==> src/rtl/lane_pkg.sv <==
// Shared types for the lane packer: word/element shapes and the output FSM.
// The word shape matches the downstream packed-array consumer.
package lane_pkg;

   localparam int LANE_ELEM_W = 2;
   localparam int LANE_N_ELEM = 18;
   localparam int LANE_WORD_W = LANE_ELEM_W * LANE_N_ELEM;

   typedef logic [2:0][2:1][2:4][0:1] lane_word_t;
   typedef logic [LANE_ELEM_W-1:0]    lane_elem_t;

   typedef enum logic {
      ST_EMPTY,
      ST_HELD
   } lane_state_t;

   // True only when the parity is neither 0 nor 1, i.e. an X or Z bit is present
   function automatic logic elem_unknown(input lane_elem_t e);
      logic p;
      p = ^e;
      return (p !== 1'b0) && (p !== 1'b1);
   endfunction

endpackage

==> src/rtl/lane_slot_acc.sv <==
// Element accumulator: fill counter, MSB-first slot writes and the sticky
// unknown flag, plus the close decision for the word being built.
module lane_slot_acc
   import lane_pkg::*;
#(
   parameter int ELEM_W = LANE_ELEM_W,
   parameter int N_ELEM = LANE_N_ELEM
) (
   input  logic              clk,
   input  logic              rst,
   input  logic              accept,
   input  logic              flush,
   input  logic              room,
   input  logic [ELEM_W-1:0] elem,
   output logic              close,
   output logic              close_flush,
   output logic              close_pending,
   output lane_word_t        word_nxt,
   output logic              unk_nxt
);

   localparam int FILL_W = $clog2(N_ELEM + 1);
   localparam int WORD_W = ELEM_W * N_ELEM;

   logic [FILL_W-1:0] fill_q;
   logic [WORD_W-1:0] acc_q;
   logic [WORD_W-1:0] acc_nxt;
   logic              unk_q;
   logic              last;

   always_comb begin
      last          = (fill_q == FILL_W'(N_ELEM - 1));
      close_pending = last || flush;
      // A flush may only close when the output register can take the word
      close_flush   = flush && (fill_q != '0) && !accept && room;
      close         = (accept && last) || close_flush;
      acc_nxt       = acc_q;
      unk_nxt       = unk_q;
      if (accept) begin
         for (int i = 0; i < N_ELEM; i++) begin
            if (fill_q == FILL_W'(i)) begin
               acc_nxt[WORD_W-1-ELEM_W*i -: ELEM_W] = elem;
            end
         end
         unk_nxt = unk_q | elem_unknown(elem);
      end
      word_nxt = acc_nxt;
   end

   always_ff @(posedge clk or posedge rst) begin
      if (rst) begin
         fill_q <= '0;
         acc_q  <= '0;
         unk_q  <= 1'b0;
      end else if (close) begin
         fill_q <= '0;
         acc_q  <= '0;
         unk_q  <= 1'b0;
      end else if (accept) begin
         fill_q <= fill_q + 1'b1;
         acc_q  <= acc_nxt;
         unk_q  <= unk_nxt;
      end
   end

endmodule

==> src/rtl/lane_packer.sv <==
// Packs 18 two-bit 4-state elements into one 36-bit word behind a one-entry
// output register with valid/ready on both sides and a wrapping word count.
module lane_packer
   import lane_pkg::*;
#(
   parameter int ELEM_W = 2,
   parameter int N_ELEM = 18,
   parameter int CNT_W  = 16
) (
   input  logic              clk,
   input  logic              rst,
   input  logic              in_valid,
   input  logic [ELEM_W-1:0] in_elem,
   output logic              in_ready,
   input  logic              flush,
   output logic              out_valid,
   input  logic              out_ready,
   output lane_word_t        out_word,
   output logic              out_unknown,
   output logic              out_partial,
   output logic [CNT_W-1:0]  word_cnt
);

   lane_state_t state_q;
   lane_state_t state_d;

   logic       handoff;
   logic       room;
   logic       accept;
   logic       close;
   logic       close_flush;
   logic       close_pending;
   logic       unk_nxt;
   lane_word_t word_nxt;

   assign out_valid = (state_q == ST_HELD);
   assign handoff   = out_valid && out_ready;
   assign room      = !out_valid || out_ready;
   // Only the closing element stalls while a word is still held
   assign in_ready  = !(out_valid && !out_ready && close_pending);
   assign accept    = in_valid && in_ready;

   lane_slot_acc #(
      .ELEM_W (ELEM_W),
      .N_ELEM (N_ELEM)
   ) u_acc (
      .clk           (clk),
      .rst           (rst),
      .accept        (accept),
      .flush         (flush),
      .room          (room),
      .elem          (in_elem),
      .close         (close),
      .close_flush   (close_flush),
      .close_pending (close_pending),
      .word_nxt      (word_nxt),
      .unk_nxt       (unk_nxt)
   );

   always_comb begin
      state_d = state_q;
      unique case (state_q)
         ST_EMPTY: if (close) state_d = ST_HELD;
         ST_HELD:  if (handoff && !close) state_d = ST_EMPTY;
         default:  state_d = ST_EMPTY;
      endcase
   end

   always_ff @(posedge clk or posedge rst) begin
      if (rst) state_q <= ST_EMPTY;
      else     state_q <= state_d;
   end

   always_ff @(posedge clk or posedge rst) begin
      if (rst) begin
         out_word    <= '0;
         out_unknown <= 1'b0;
         out_partial <= 1'b0;
      end else if (close) begin
         out_word    <= word_nxt;
         out_unknown <= unk_nxt;
         out_partial <= close_flush;
      end
   end

   always_ff @(posedge clk or posedge rst) begin
      if (rst)          word_cnt <= '0;
      else if (handoff) word_cnt <= word_cnt + 1'b1;
   end

endmodule
==> config.mk <==
export PLATFORM = sky130hd
export DESIGN_NAME = lane_packer
export DESIGN_NICKNAME = d
export VERILOG_FILES = /design/src/rtl/lane_pkg.sv /design/src/rtl/lane_slot_acc.sv /design/src/rtl/lane_packer.sv
export SDC_FILE = /design/constraint.sdc
export NUM_CORES = 1
export LEC_CHECK = 0
export ABC_AREA = 0
export CORE_MARGIN = 2
export CORE_UTILIZATION = 49
export DETAILED_ROUTE_END_ITERATION = 16
export DONT_BUFFER_PORTS = 1
export PLACE_DENSITY = 0.62
export RECOVER_POWER = 50
export SLEW_MARGIN = 5
export SYNTH_ARGS = -nofsm -noshare
export SYNTH_HDL_FRONTEND = slang
export SYNTH_SLANG_ARGS = --single-unit
==> constraint.sdc <==
create_clock -name clk -period 6.9 [get_ports clk]
set_input_delay 0.345 -clock clk [delete_from_list [all_inputs] [get_ports clk]]
set_output_delay 0.345 -clock clk [all_outputs]
set_load 0.01 [all_outputs]
# Word level (Yosys, flattened, before mapping)
# Cells that the tools add are included.
classes:
  addsub: 2
  eq_ne: 19
  muxes: 29
  bitwise_logic: 2
  reduce_logical: 22
op_table:
  columns: ["op", "n"]
  rows:
  - ["two-way mux 36 bit", 3]
  - ["== test 5 x 4 -> 1 bit (second input constant)", 8]
  - ["two-way mux 2 bit", 18]
  - ["== test 5 x 3 -> 1 bit (second input constant)", 4]
  - ["adder 16 x 1 -> 16 bit (second input constant)", 1]
  - ["== test 5 x 2 -> 1 bit (second input constant)", 2]
  - ["== test 5 bit (second input constant)", 2]
  - ["logical AND 1 bit", 10]
  - ["two-way mux 5 bit", 2]
  - ["adder 5 x 1 -> 5 bit (second input constant)", 1]
  - ["== test 5 x 1 -> 1 bit (second input constant)", 1]
  - ["logical NOT 1 bit", 5]
  - ["logical NOT 5 bit", 1]
  - ["two-way mux 1 bit", 5]
  - ["nonzero test 5 bit", 1]
  - ["logical OR 1 bit", 3]
  - ["case inequality test 1 bit (second input constant)", 2]
  - ["one-hot mux 1 bit (2 select lines)", 1]
  - ["nonzero test 2 bit", 1]
  - ["XOR reduction 2 bit", 1]
  - ["inverter 1 bit", 1]
  - ["bitwise OR 1 bit", 1]
totals:
  reg_bits: 97
  input_bits: 7
  wordCells: 99

# Longest topological paths before layout
# Gate-level depths: netlist of the first run.
depth:
  depth_word: 13
  ltp_mapped: 10
  depth_no_buf: 6

# Modules after synthesis
# A second synthesis of the first run with hierarchy kept.
hier_totals:
  cells_unflattened: 458
  hier_area_um2: 4922.2
by_module_without_submodules:
  columns: ["module", "n_inst", "cells_per_inst", "area_each_um2"]
  rows:
  - ["lane_slot_acc", 1, 309, 2762.6]
  - ["lane_packer", 1, 149, 2159.6]

# Least setup slack after synthesis of the first run
# Ideal clock, no wire load.
synth_path:
  kind: "flip-flop to flip-flop"
  startpoint: "register u_acc.fill_q[0]"
  endpoint: "register out_word[15] (netlist name)"
  setup_ns: 0.125
  arrival_time_ns: 2.153
  setup_slack_ns: 4.621
  path_stages_with_launch: 10
  path_buffers: 3
  synth_period_minus_slack_ns: 2.279
  cell_sequence: "dfrtp_1 -> inv_1 -> ha_1 -> or4b_1 -> buf_2 -> a22o_4 -> and2_4 -> buf_6 -> buf_6 -> mux2_4"
synth_via:
  elab_chain_len: 9
  word_cells_on_any_way: 15
  cone_classes: "eq/ne: 2; mux: 2; reduce/logical: 11"
synth_rtl:
  columns: ["item", "line_no", "rtl"]
  rows:
  - ["start, declared", "lane_slot_acc.sv:25", "logic [FILL_W-1:0] fill_q;"]
  - ["start signal, assigned", "lane_slot_acc.sv:60", "fill_q <= fill_q + 1'b1;"]
  - ["== test 5 bit", "lane_slot_acc.sv:32", "last = (fill_q == FILL_W'(N_ELEM - 1));"]
  - ["logical OR 1 bit", "lane_slot_acc.sv:33", "close_pending = last || flush;"]
  - ["logical AND 1 bit", "lane_packer.sv:40", "assign in_ready = !(out_valid && !out_ready && close_pending);"]
  - ["logical NOT 1 bit", "lane_packer.sv:40", null]
  - ["logical AND 1 bit", "lane_packer.sv:41", "assign accept = in_valid && in_ready;"]
  - ["logical NOT 1 bit", "lane_slot_acc.sv:35", "close_flush = flush && (fill_q != '0) && !accept && room;"]
  - ["logical AND 1 bit (2 in a row)", "lane_slot_acc.sv:35", null]
  - ["logical OR 1 bit", "lane_slot_acc.sv:36", "close = (accept && last) || close_flush;"]
  - ["end signal, assigned", "lane_packer.sv:80", "out_word <= word_nxt;"]
  - ["end, declared", "lane_packer.sv:18", "output lane_word_t out_word,"]
# Parallel ways exist; a longest one is shown, timed or not.
# A chain may end at the register's enable or synchronous reset.

# Final worst setup path of the first run
layout_path:
  startpoint: "register u_acc.fill_q[0]"
  endpoint: "register u_acc.acc_q[27]"
layout_via:
  elab_chain_len: 10
  word_cells_on_any_way: 18
  cone_classes: "eq/ne: 2; mux: 4; reduce/logical: 12"
layout_rtl:
  columns: ["item", "line_no", "rtl"]
  rows:
  - ["== test 5 bit", "lane_slot_acc.sv:32", null]
  - ["logical OR 1 bit", "lane_slot_acc.sv:33", null]
  - ["logical AND 1 bit", "lane_packer.sv:40", null]
  - ["logical NOT 1 bit", "lane_packer.sv:40", null]
  - ["logical AND 1 bit", "lane_packer.sv:41", null]
  - ["logical NOT 1 bit", "lane_slot_acc.sv:35", null]
  - ["logical AND 1 bit (2 in a row)", "lane_slot_acc.sv:35", null]
  - ["logical OR 1 bit", "lane_slot_acc.sv:36", null]
  - ["two-way mux 36 bit / nonzero test 2 bit (equally long branches)", null, null]
  - ["end signal, assigned", "lane_slot_acc.sv:61", "acc_q <= acc_nxt;"]
  - ["end, declared", "lane_slot_acc.sv:26", "logic [WORD_W-1:0] acc_q;"]
# Parallel ways exist; a longest one is shown, timed or not. The select of a mux whose other input is x is not followed.

==> impl_metrics.env, run 1 <==
export IMPL_status="complete, but fails checks"
export IMPL_violations="capacitance limit, slew limit"
export IMPL_ys_flop_type="dfrtp_1"
export IMPL_gr_total_overflow=0
export IMPL_synth_cell_type_count=46
export IMPL_die_h_um=99.5
export IMPL_synth_edf_count=0
export IMPL_drive_gt1_share_pct=9.41
export IMPL_worstMarginPinSlew_ps=1990
export IMPL_hpwlAfterDp_mm=6.32
export IMPL_firstDrtPassIters=5
export IMPL_finalHoldViolations=0
export IMPL_cts_buffers_inserted=9
export IMPL_fin_worst_skew_ps=15.8
export IMPL_synth_avg_cell_area_um2=10.3
export IMPL_place_congestion=0.789
export IMPL_synth_fa_ha_area_share_pct=1.68
export IMPL_start_util_pct=50.8
export IMPL_ios=63
export IMPL_cts_tree="built"
export IMPL_synthCells=436
export IMPL_vias=3161
export IMPL_min_path_cells=1
export IMPL_drc=0
export IMPL_grt_usage_pct=20.7
export IMPL_finalPower_mw=1.65
export IMPL_finalSetupViolations=0
export IMPL_cts_sinks=95
export IMPL_worst_setup_path_type="reg -> reg"
export IMPL_final_cell_mix="dfrtp_1, a21oi_1, inv_1, nand2_1, o22ai_1"
export IMPL_ys_warn_count=0
export IMPL_synthMuxAreaShare_pct=6.10
export IMPL_mostFrequentLayoutCell="dfrtp_1"
export IMPL_clock_path_buffers=2
export IMPL_port_buffers=0
export IMPL_slew_headroom_pct=-33.4
export IMPL_antenna_found_initial=0
export IMPL_synthXorXnorAreaFrac_pct=2.94
export IMPL_diodes=0
export IMPL_die_area_um2=9910
export IMPL_rsz0062_at_grt="no"
export IMPL_setup_tns_ps=0
export IMPL_synth_top_family_by_area="compound AO/OA/AOI/OAI gates"
export IMPL_synth_area_top_cells="dfrtp_1, a21oi_1, inv_1"
export IMPL_grt_pass1_wl_mm=16.4
export IMPL_cts_root_buffer="clkbuf_8"
export IMPL_viasPerCell=5.93
export IMPL_hold_path_end="out_partial"
export IMPL_min_period_over_period_pct=38.5
export IMPL_required_ps=7170
export IMPL_top_usage_layer="met2"
export IMPL_max_cap_violations=1
export IMPL_min_path_type="in -> reg"
export IMPL_nNetsFinal=433
export IMPL_clk_pin_slew_worst_paths_ps=90
export IMPL_postRouteAntennaNets=0
export IMPL_synth_top_area_share_pct=53.2
export IMPL_drv_slew=46
export IMPL_synth_area_um2=4470
export IMPL_timing_rr_start="u_acc.fill_q[0]"
export IMPL_power_frac_seq_pct=51.9
export IMPL_synthArstFlopShare_pct=100
export IMPL_power_density_nw_per_um2=351
export IMPL_r2r_end="u_acc.acc_q[27]"
export IMPL_num_rows=34
export IMPL_h_tree_depth=3
export IMPL_initialDrtViolationCount=190
export IMPL_worstHoldStart="in_valid"
export IMPL_syn_to_final_growth_pct=5.20
export IMPL_grt_max_degree=52
export IMPL_arrival_ps=2920
export IMPL_r2r_worst_path_cells=6
export IMPL_startpoint_type="flip-flop"
export IMPL_ir_worst_vdd_mv=0.162
export IMPL_yosys_area_share_simple_pct=12.4
export IMPL_p_int_mw=1.06
export IMPL_use_met1_pct=27.8
export IMPL_wl_per_cell_um=17.9
export IMPL_pwr_share_clk_pct=24.4
export IMPL_switching_share_pct=35.8
export IMPL_p_comb_share_pct=23.7
export IMPL_synth_compound_area_share_pct=16.8
export IMPL_die_w_um=99.5
export IMPL_critPathCaptureType="flip-flop"
export IMPL_reg2reg_slack_ps=4250
export IMPL_ys_seq_area_share_pct=53.2
export IMPL_synthesis_nets=449
export IMPL_ys_seq_elements=95
export IMPL_met2_usage_pct=33.9
export IMPL_period_minus_slack_ps=2650
export IMPL_p_leak_nw=2.08
export IMPL_worstPathMaxFanout=17
export IMPL_met3_usage_pct=5.20
export IMPL_wl_mm=9.54
export IMPL_grt_pass1_vias=3256
export IMPL_clk_latency_ps=360
export IMPL_fmax_ghz=0.377
export IMPL_design_core_area_um2=8810
export IMPL_yosys_area_top_type="dfrtp_1"
export IMPL_p_sw_mw=0.591
[repair_timing]
action	4_1_cts	5_1_grt
gates resized for setup	0	0
buffers inserted	0	0
endpoints found under the hold margin	44	0
hold buffers	1	0
[critical path, stage by stage, from the launching register on]
cell     delay [ps]
dfrtp_1         440
inv_1           100
ha_1            180
or4b_1          570
a32oi_2         840
a22oi_1         250
o22ai_1         190
[layout make-up]
type / instances / area (µm²)
sequential: 95 / 2380
clock buffer: 9 / 124
timing repair buffer: 3 / 25.0
fill: 796 / 4100
inverter: 42 / 159
multi-input combinational: 269 / 1790
tap: 108 / 135
clock inverter: 7 / 97.6
[registers in the layout (all words and copies together) (netlist names)]
register and count:
word_cnt 16, out_valid 1, u_acc.acc_q 36, out_word 36
u_acc.fill_q 5, out_partial 1
[routing by layer]
metal  vias up  wire length, µm
li1       1489                -
met4         0               93
met3        10              433
met2        86             4670
met1      1576             4340
met5         -                0
[cell usage after synthesis (2+ instances only)]
library cell	n
dfrtp_1	95
a21oi_1	55
inv_1	42
nand2_1	31
o22ai_1	22
clkbuf_1	21
nand3_1	20
a22oi_1	13
nor2b_1	11
mux2i_1	10
o21ai_0	10
nand4_1	9
xnor2_1	9
nor2_1	8
mux2_4	7
ha_1	6
mux2_2	6
xor2_1	6
or3_1	5
a22o_1	4
and3_1	4
buf_6	4
o2bb2ai_1	4
a31oi_1	3
a32o_1	3
buf_2	3
and2_1	2
and3b_1	2
nand2b_1	2
nor4_1	2
or2_2	2
[worst max path at each step]
| stage | startpoint | endpoint | cells after the start |
|---|---|---|---|
| after floorplan | rst | out_partial | 1 |
| after global placement | u_acc.fill_q[0] | u_acc.acc_q[29] | 6 |
| after detailed placement | u_acc.fill_q[0] | u_acc.acc_q[27] | 6 |
| after CTS | u_acc.fill_q[0] | u_acc.acc_q[27] | 6 |
| after global routing | u_acc.fill_q[0] | u_acc.acc_q[30] | 6 |
| final | u_acc.fill_q[0] | u_acc.acc_q[27] | 6 |
[power groups by stage]
stage	sequential, mW	clock [mW]	combinational (mW)
final	0.856	0.402	0.391
after detailed placement	0.870	0	0.391
after floorplan	0.829	0	0.345
after global routing	0.876	0.435	0.450
after global placement	0.868	0	0.383
after CTS	0.860	0.408	0.395
[kinds of logic after synthesis]
logic type | count (synthesis)
muxes | 23
DFF | 95
other | 1
buffers and inverters | 72
AOI/OAI and AO/OA | 120
xor gates and xnor gates | 15
adders and majority gates | 6
and+or+nand+nor | 104
[per-stage QoR]
| step | hold WS [ps] | utilization [%] | worst slack [ps] | std cells | instance area, µm² |
|---|---|---|---|---|---|
| 2_1_floorplan | 456 | - | 4080 | 436 | 4470 |
| 3_3_place_gp | 313 | 50.8 | 4340 | 516 | 4470 |
| 3_5_place_dp | 313 | 50.8 | 4250 | 516 | 4470 |
| 4_1_cts | 89.7 | 53.4 | 4240 | 533 | 4710 |
| 5_1_grt | 113 | 53.4 | 4060 | 533 | 4700 |
| 6_report | 102 | 53.4 | 4250 | 533 | 4700 |
(Power assumes the default switching activity.)
==> inputs of run 2 (changes only) <==
==> constraint.sdc (replaced) <==
create_clock -name clk -period 2.5 [get_ports clk]
set_input_delay 0.125 -clock clk [delete_from_list [all_inputs] [get_ports clk]]
set_output_delay 0.125 -clock clk [all_outputs]
set_load 0.01 [all_outputs]
==> impl_metrics.env, run 2 (synthesis gave the netlist of run 1 again) <==
export IMPL_drc=0
export IMPL_finalPower_mw=4.47
export IMPL_power_density_nw_per_um2=928
export IMPL_p_leak_nw=2.15
export IMPL_firstDrtPassIters=4
export IMPL_wl_per_cell_um=17.8
export IMPL_power_frac_seq_pct=52.3
export IMPL_r2r_worst_path_cells=7
export IMPL_viasPerCell=5.85
export IMPL_die_area_um2=9910
export IMPL_place_congestion=0.830
export IMPL_cts_root_buffer="clkbuf_8"
export IMPL_period_minus_slack_ps=2330
export IMPL_p_int_mw=2.80
export IMPL_crit_buf_inv=2
export IMPL_p_comb_share_pct=26.5
export IMPL_startpoint_type="flip-flop"
export IMPL_arrival_ps=2610
export IMPL_required_ps=2780
export IMPL_violations="capacitance limit, slew limit"
export IMPL_initialDrtViolationCount=166
export IMPL_min_period_over_period_pct=93.3
export IMPL_rsz0062_at_grt="no"
export IMPL_cts_sinks=95
export IMPL_top_regs="out_word x36, u_acc.acc_q x36, word_cnt x16"
export IMPL_hold_path_end="out_word[2]"
export IMPL_clk_latency_ps=360
export IMPL_drive_gt1_share_pct=11.8
export IMPL_fmax_ghz=0.429
export IMPL_critPathCaptureType="flip-flop"
export IMPL_max_cap_violations=1
export IMPL_finalSetupViolations=0
export IMPL_cts_tree="built"
export IMPL_nFillCells=794
export IMPL_status="complete, but fails checks"
export IMPL_min_path_cells=2
export IMPL_clock_path_buffers=2
export IMPL_grt_usage_pct=20.6
export IMPL_start_util_pct=50.8
export IMPL_ir_worst_vdd_mv=0.405
export IMPL_vias=3215
export IMPL_timing_rr_start="u_acc.fill_q[0]"
export IMPL_gr_total_overflow=0
export IMPL_final_cell_mix="dfrtp_1, a21oi_1, inv_1, nand2_1, o22ai_1"
export IMPL_worstHoldStart="in_elem[0]"
export IMPL_cp_top_family="simple AND/OR/NAND/NOR gates"
export IMPL_min_path_type="in -> reg"
export IMPL_cts_resized=0
export IMPL_num_rows=34
export IMPL_critical_path_slowest_cell="or4b_1"
export IMPL_syn_to_final_growth_pct=7.67
export IMPL_r2r_end="out_word[10]"
export IMPL_slew_headroom_pct=-12.2
export IMPL_p_sw_mw=1.67
export IMPL_fin_util_pct=54.7
export IMPL_post_cts_buffers=0
export IMPL_worst_setup_path_type="reg -> reg"
export IMPL_antenna_found_initial=0
export IMPL_port_buffers=0
export IMPL_grt_pass1_wl_mm=15.9
export IMPL_finalHoldViolations=0
export IMPL_h_tree_depth=3
export IMPL_grt_max_degree=42
export IMPL_path_cells="inv_1 > ha_1 > or4b_1 > a22o_4 > and2_4 > buf_4 > a21oi_1"
export IMPL_reg2reg_slack_ps=170
export IMPL_die_w_um=99.5
export IMPL_cts_buffers_inserted=9
export IMPL_setup_tns_ps=0
export IMPL_drv_slew=38
export IMPL_worstPathMaxFanout=30
export IMPL_pwr_share_clk_pct=21.2
export IMPL_design_core_area_um2=8810
export IMPL_diodes=0
export IMPL_ios=63
export IMPL_placed_area_um2=4580
export IMPL_cpPeakStageDelay_ps=570
export IMPL_switching_share_pct=37.4
export IMPL_final_cell_area_um2=4810
export IMPL_worstMarginPinSlew_ps=1670
export IMPL_clk_pin_slew_worst_paths_ps=90
export IMPL_die_h_um=99.5
export IMPL_cts_hold_buffers=6
export IMPL_mostFrequentLayoutCell="dfrtp_1"
export IMPL_postRouteAntennaNets=0
export IMPL_wl_mm=9.77
export IMPL_grt_pass1_vias=3117
export IMPL_fin_worst_skew_ps=9.31
export IMPL_hpwlAfterDp_mm=6.61
export IMPL_nNetsFinal=450
[run 2: area by class of cell]
type / instances / area [µm²] / area share [%]
Multi-Input combinational cell: 269 / 1790 / 37.1
Tap cell: 108 / 135 / 2.81
Sequential cell: 95 / 2380 / 49.4
Timing Repair Buffer: 20 / 178 / 3.69
Inverter: 42 / 159 / 3.30
Clock buffer: 9 / 124 / 2.57
Clock inverter: 7 / 55.1 / 1.14
[run 2: how the worst max path moves through the flow]
stage / from / end / slack (ps) / depth (start not counted)
detailed placement: u_acc.fill_q[0] / out_word[10] / 170 / 7
floorplan: u_acc.fill_q[0] / out_word[15] / 220 / 9
finish: u_acc.fill_q[0] / out_word[10] / 170 / 7
global placement: u_acc.fill_q[0] / out_word[35] / 250 / 6
CTS: u_acc.fill_q[0] / out_word[10] / 150 / 7
global route: u_acc.fill_q[0] / out_word[10] / 10 / 7
[run 2: worst reg2reg max path, cell delays in order, from the launching register on]
cell and delay [ps]:
dfrtp_1 440, inv_1 100, ha_1 180, or4b_1 570, a22o_4 280, and2_4 290
buf_4 250, a21oi_1 150
[run 2: per-layer routing]
metal | global-route usage (%) | share of wire (%) | vias to the layer above
met5 | 0 | 0 | -
met4 | 7.90 | 2.4 | 0
met3 | 4.57 | 4.0 | 17
met2 | 33.5 | 50 | 84
met1 | 26.9 | 44 | 1593
li1 | - | - | 1521
[run 2: power groups by stage]
stage          combinational (mW)  clock, mW  sequential [mW]
2_1_floorplan               0.953          0             2.29
3_3_place_gp                 1.14          0             2.37
3_5_place_dp                 1.18          0             2.37
4_1_cts                      1.19      0.982             2.34
5_1_grt                      1.34       1.04             2.38
6_report                     1.18      0.946             2.34
[run 2: through the flow]
| stage | hold WS (ps) | setup slack (ps) | cells |
|---|---|---|---|
| global placement | 186 | 247 | 528 |
| global route | 20.8 | 11.2 | 550 |
| finish | 9.75 | 168 | 550 |
| floorplan | 300 | 221 | 436 |
| detailed placement | 185 | 168 | 528 |
| CTS | 0.342 | 150 | 550 |
==> inputs of run 3 (changes only) <==
--- a/config.mk
+++ b/config.mk
@@ -8,6 +8,7 @@
 export ABC_AREA = 0
 export CORE_MARGIN = 2
 export CORE_UTILIZATION = 49
+export CTS_BUF_LIST = sky130_fd_sc_hd__clkbuf_16
 export DETAILED_ROUTE_END_ITERATION = 16
 export DONT_BUFFER_PORTS = 1
 export PLACE_DENSITY = 0.62
@@ -16,3 +17,4 @@
 export SYNTH_ARGS = -nofsm -noshare
 export SYNTH_HDL_FRONTEND = slang
 export SYNTH_SLANG_ARGS = --single-unit
+export TNS_END_PERCENT = 100
==> impl_metrics.env, run 3 (synthesis gave the netlist of run 1 again) <==
export IMPL_firstDrtPassIters=4
export IMPL_grt_pass1_wl_mm=15.8
export IMPL_startpoint_type="flip-flop"
export IMPL_min_path_type="in -> reg"
export IMPL_slew_headroom_pct=-8.01
export IMPL_regArea_um2=2380
export IMPL_post_cts_buffers=0
export IMPL_p_leak_nw=2.19
export IMPL_grt_usage_pct=20.6
export IMPL_fmax_ghz=0.430
export IMPL_ir_worst_vdd_mv=0.470
export IMPL_multi_input_area_um2=1790
export IMPL_clock_path_buffers=2
export IMPL_critPathCaptureType="flip-flop"
export IMPL_grt_max_degree=42
export IMPL_finalSetupViolations=0
export IMPL_required_ps=2760
export IMPL_arrival_ps=2580
export IMPL_finalPower_mw=4.82
export IMPL_initialDrtViolationCount=172
export IMPL_viasPerCell=5.84
export IMPL_postRouteAntennaNets=0
export IMPL_drc=0
export IMPL_grt_pass1_vias=3104
export IMPL_setup_tns_ps=0
export IMPL_place_congestion=0.830
export IMPL_cts_buffers_inserted=9
export IMPL_final_cell_mix="dfrtp_1, a21oi_1, inv_1, nand2_1, o22ai_1"
export IMPL_mostFrequentLayoutCell="dfrtp_1"
export IMPL_die_h_um=99.5
export IMPL_design_core_area_um2=8810
export IMPL_vias=3212
export IMPL_power_density_nw_per_um2=982
export IMPL_ios=63
export IMPL_nNetsFinal=450
export IMPL_finalHoldViolations=0
export IMPL_min_period_over_period_pct=93.0
export IMPL_wl_mm=9.75
export IMPL_status="complete, but fails checks"
export IMPL_die_area_um2=9910
export IMPL_nFillCells=771
export IMPL_worst_setup_path_type="reg -> reg"
export IMPL_max_cap_violations=1
export IMPL_start_util_pct=50.8
export IMPL_diodes=0
export IMPL_port_buffers=0
export IMPL_fin_worst_skew_ps=8.90
export IMPL_clk_pin_slew_worst_paths_ps=70
export IMPL_cts_tree="built"
export IMPL_top_regs="out_word x36, u_acc.acc_q x36, word_cnt x16"
export IMPL_violations="capacitance limit, slew limit"
export IMPL_hpwlAfterDp_mm=6.61
export IMPL_cts_sinks=95
export IMPL_h_tree_depth=3
export IMPL_rsz0062_at_grt="no"
export IMPL_syn_to_final_growth_pct=9.65
export IMPL_wl_per_cell_um=17.7
export IMPL_period_minus_slack_ps=2330
export IMPL_hold_ws_ps=9.56
export IMPL_num_rows=34
export IMPL_die_w_um=99.5
export IMPL_gr_total_overflow=0
export IMPL_drive_gt1_share_pct=11.8
export IMPL_drv_slew=39
export IMPL_clk_latency_ps=340
export IMPL_cts_root_buffer="clkbuf_16"
export IMPL_antenna_found_initial=0
export IMPL_worstMarginPinSlew_ps=1610
export IMPL_worstPathMaxFanout=30
==> run 3: per-stage QoR <==
stage	setup WS [ps]	instances	util [%]	cell area (µm²)
final	174	550	55.7	4900
after global placement	247	528	52.0	4580
after CTS	155	550	55.9	4920
after global routing	20.4	550	55.7	4900
after floorplan	221	436	-	4480
after detailed placement	168	528	52.0	4580
==> run 3: routing by layer <==
metal | wire length, µm | vias up | global-route usage (%)
met5 | 0 | - | 0
met4 | 149 | 0 | 6.85
met3 | 480 | 11 | 5.20
met2 | 4940 | 83 | 33.8
met1 | 4180 | 1595 | 26.7
li1 | - | 1523 | -
==> run 3: critical path, cell delays in order, from the launching register on <==
cell	delay (ps)
dfrtp_1	430
inv_1	100
ha_1	180
or4b_1	570
a22o_4	280
and2_4	290
buf_4	240
a21oi_1	150
==> run 3: worst paths after layout <==
check	from	end	slack, ps	cells past startpoint
worst max-delay path	u_acc.fill_q[0]	out_word[10]	170	7
worst min-delay path	in_valid	u_acc.acc_q[3]	10	2
worst max register to register	u_acc.fill_q[0]	out_word[10]	170	7
worst min register to register	u_acc.acc_q[35]	u_acc.acc_q[35]	490	1
max in group asynchronous	rst	out_word[10]	580	3
min in group asynchronous	rst	out_word[7]	620	2
==> run 3: what timing repair did <==
item,in CTS,in global routing
endpoints found under the hold margin,48,0
hold buffers,6,0
gates resized for setup,0,0
==> run 3: final cells by class <==
type	instances	area share (%)
Clock buffer	9	4.59
Clock inverter	7	1.12
Inverter	42	3.24
Multi-Input combinational cell	269	36.4
Sequential cell	95	48.5
Tap cell	108	2.76
Timing Repair Buffer	20	3.37
==> run 3: report_power, final <==
group	switching, mW	internal, mW
combinational	0.669	0.509
clock	0.614	0.689
sequential	0.425	1.91
total	1.71	3.11
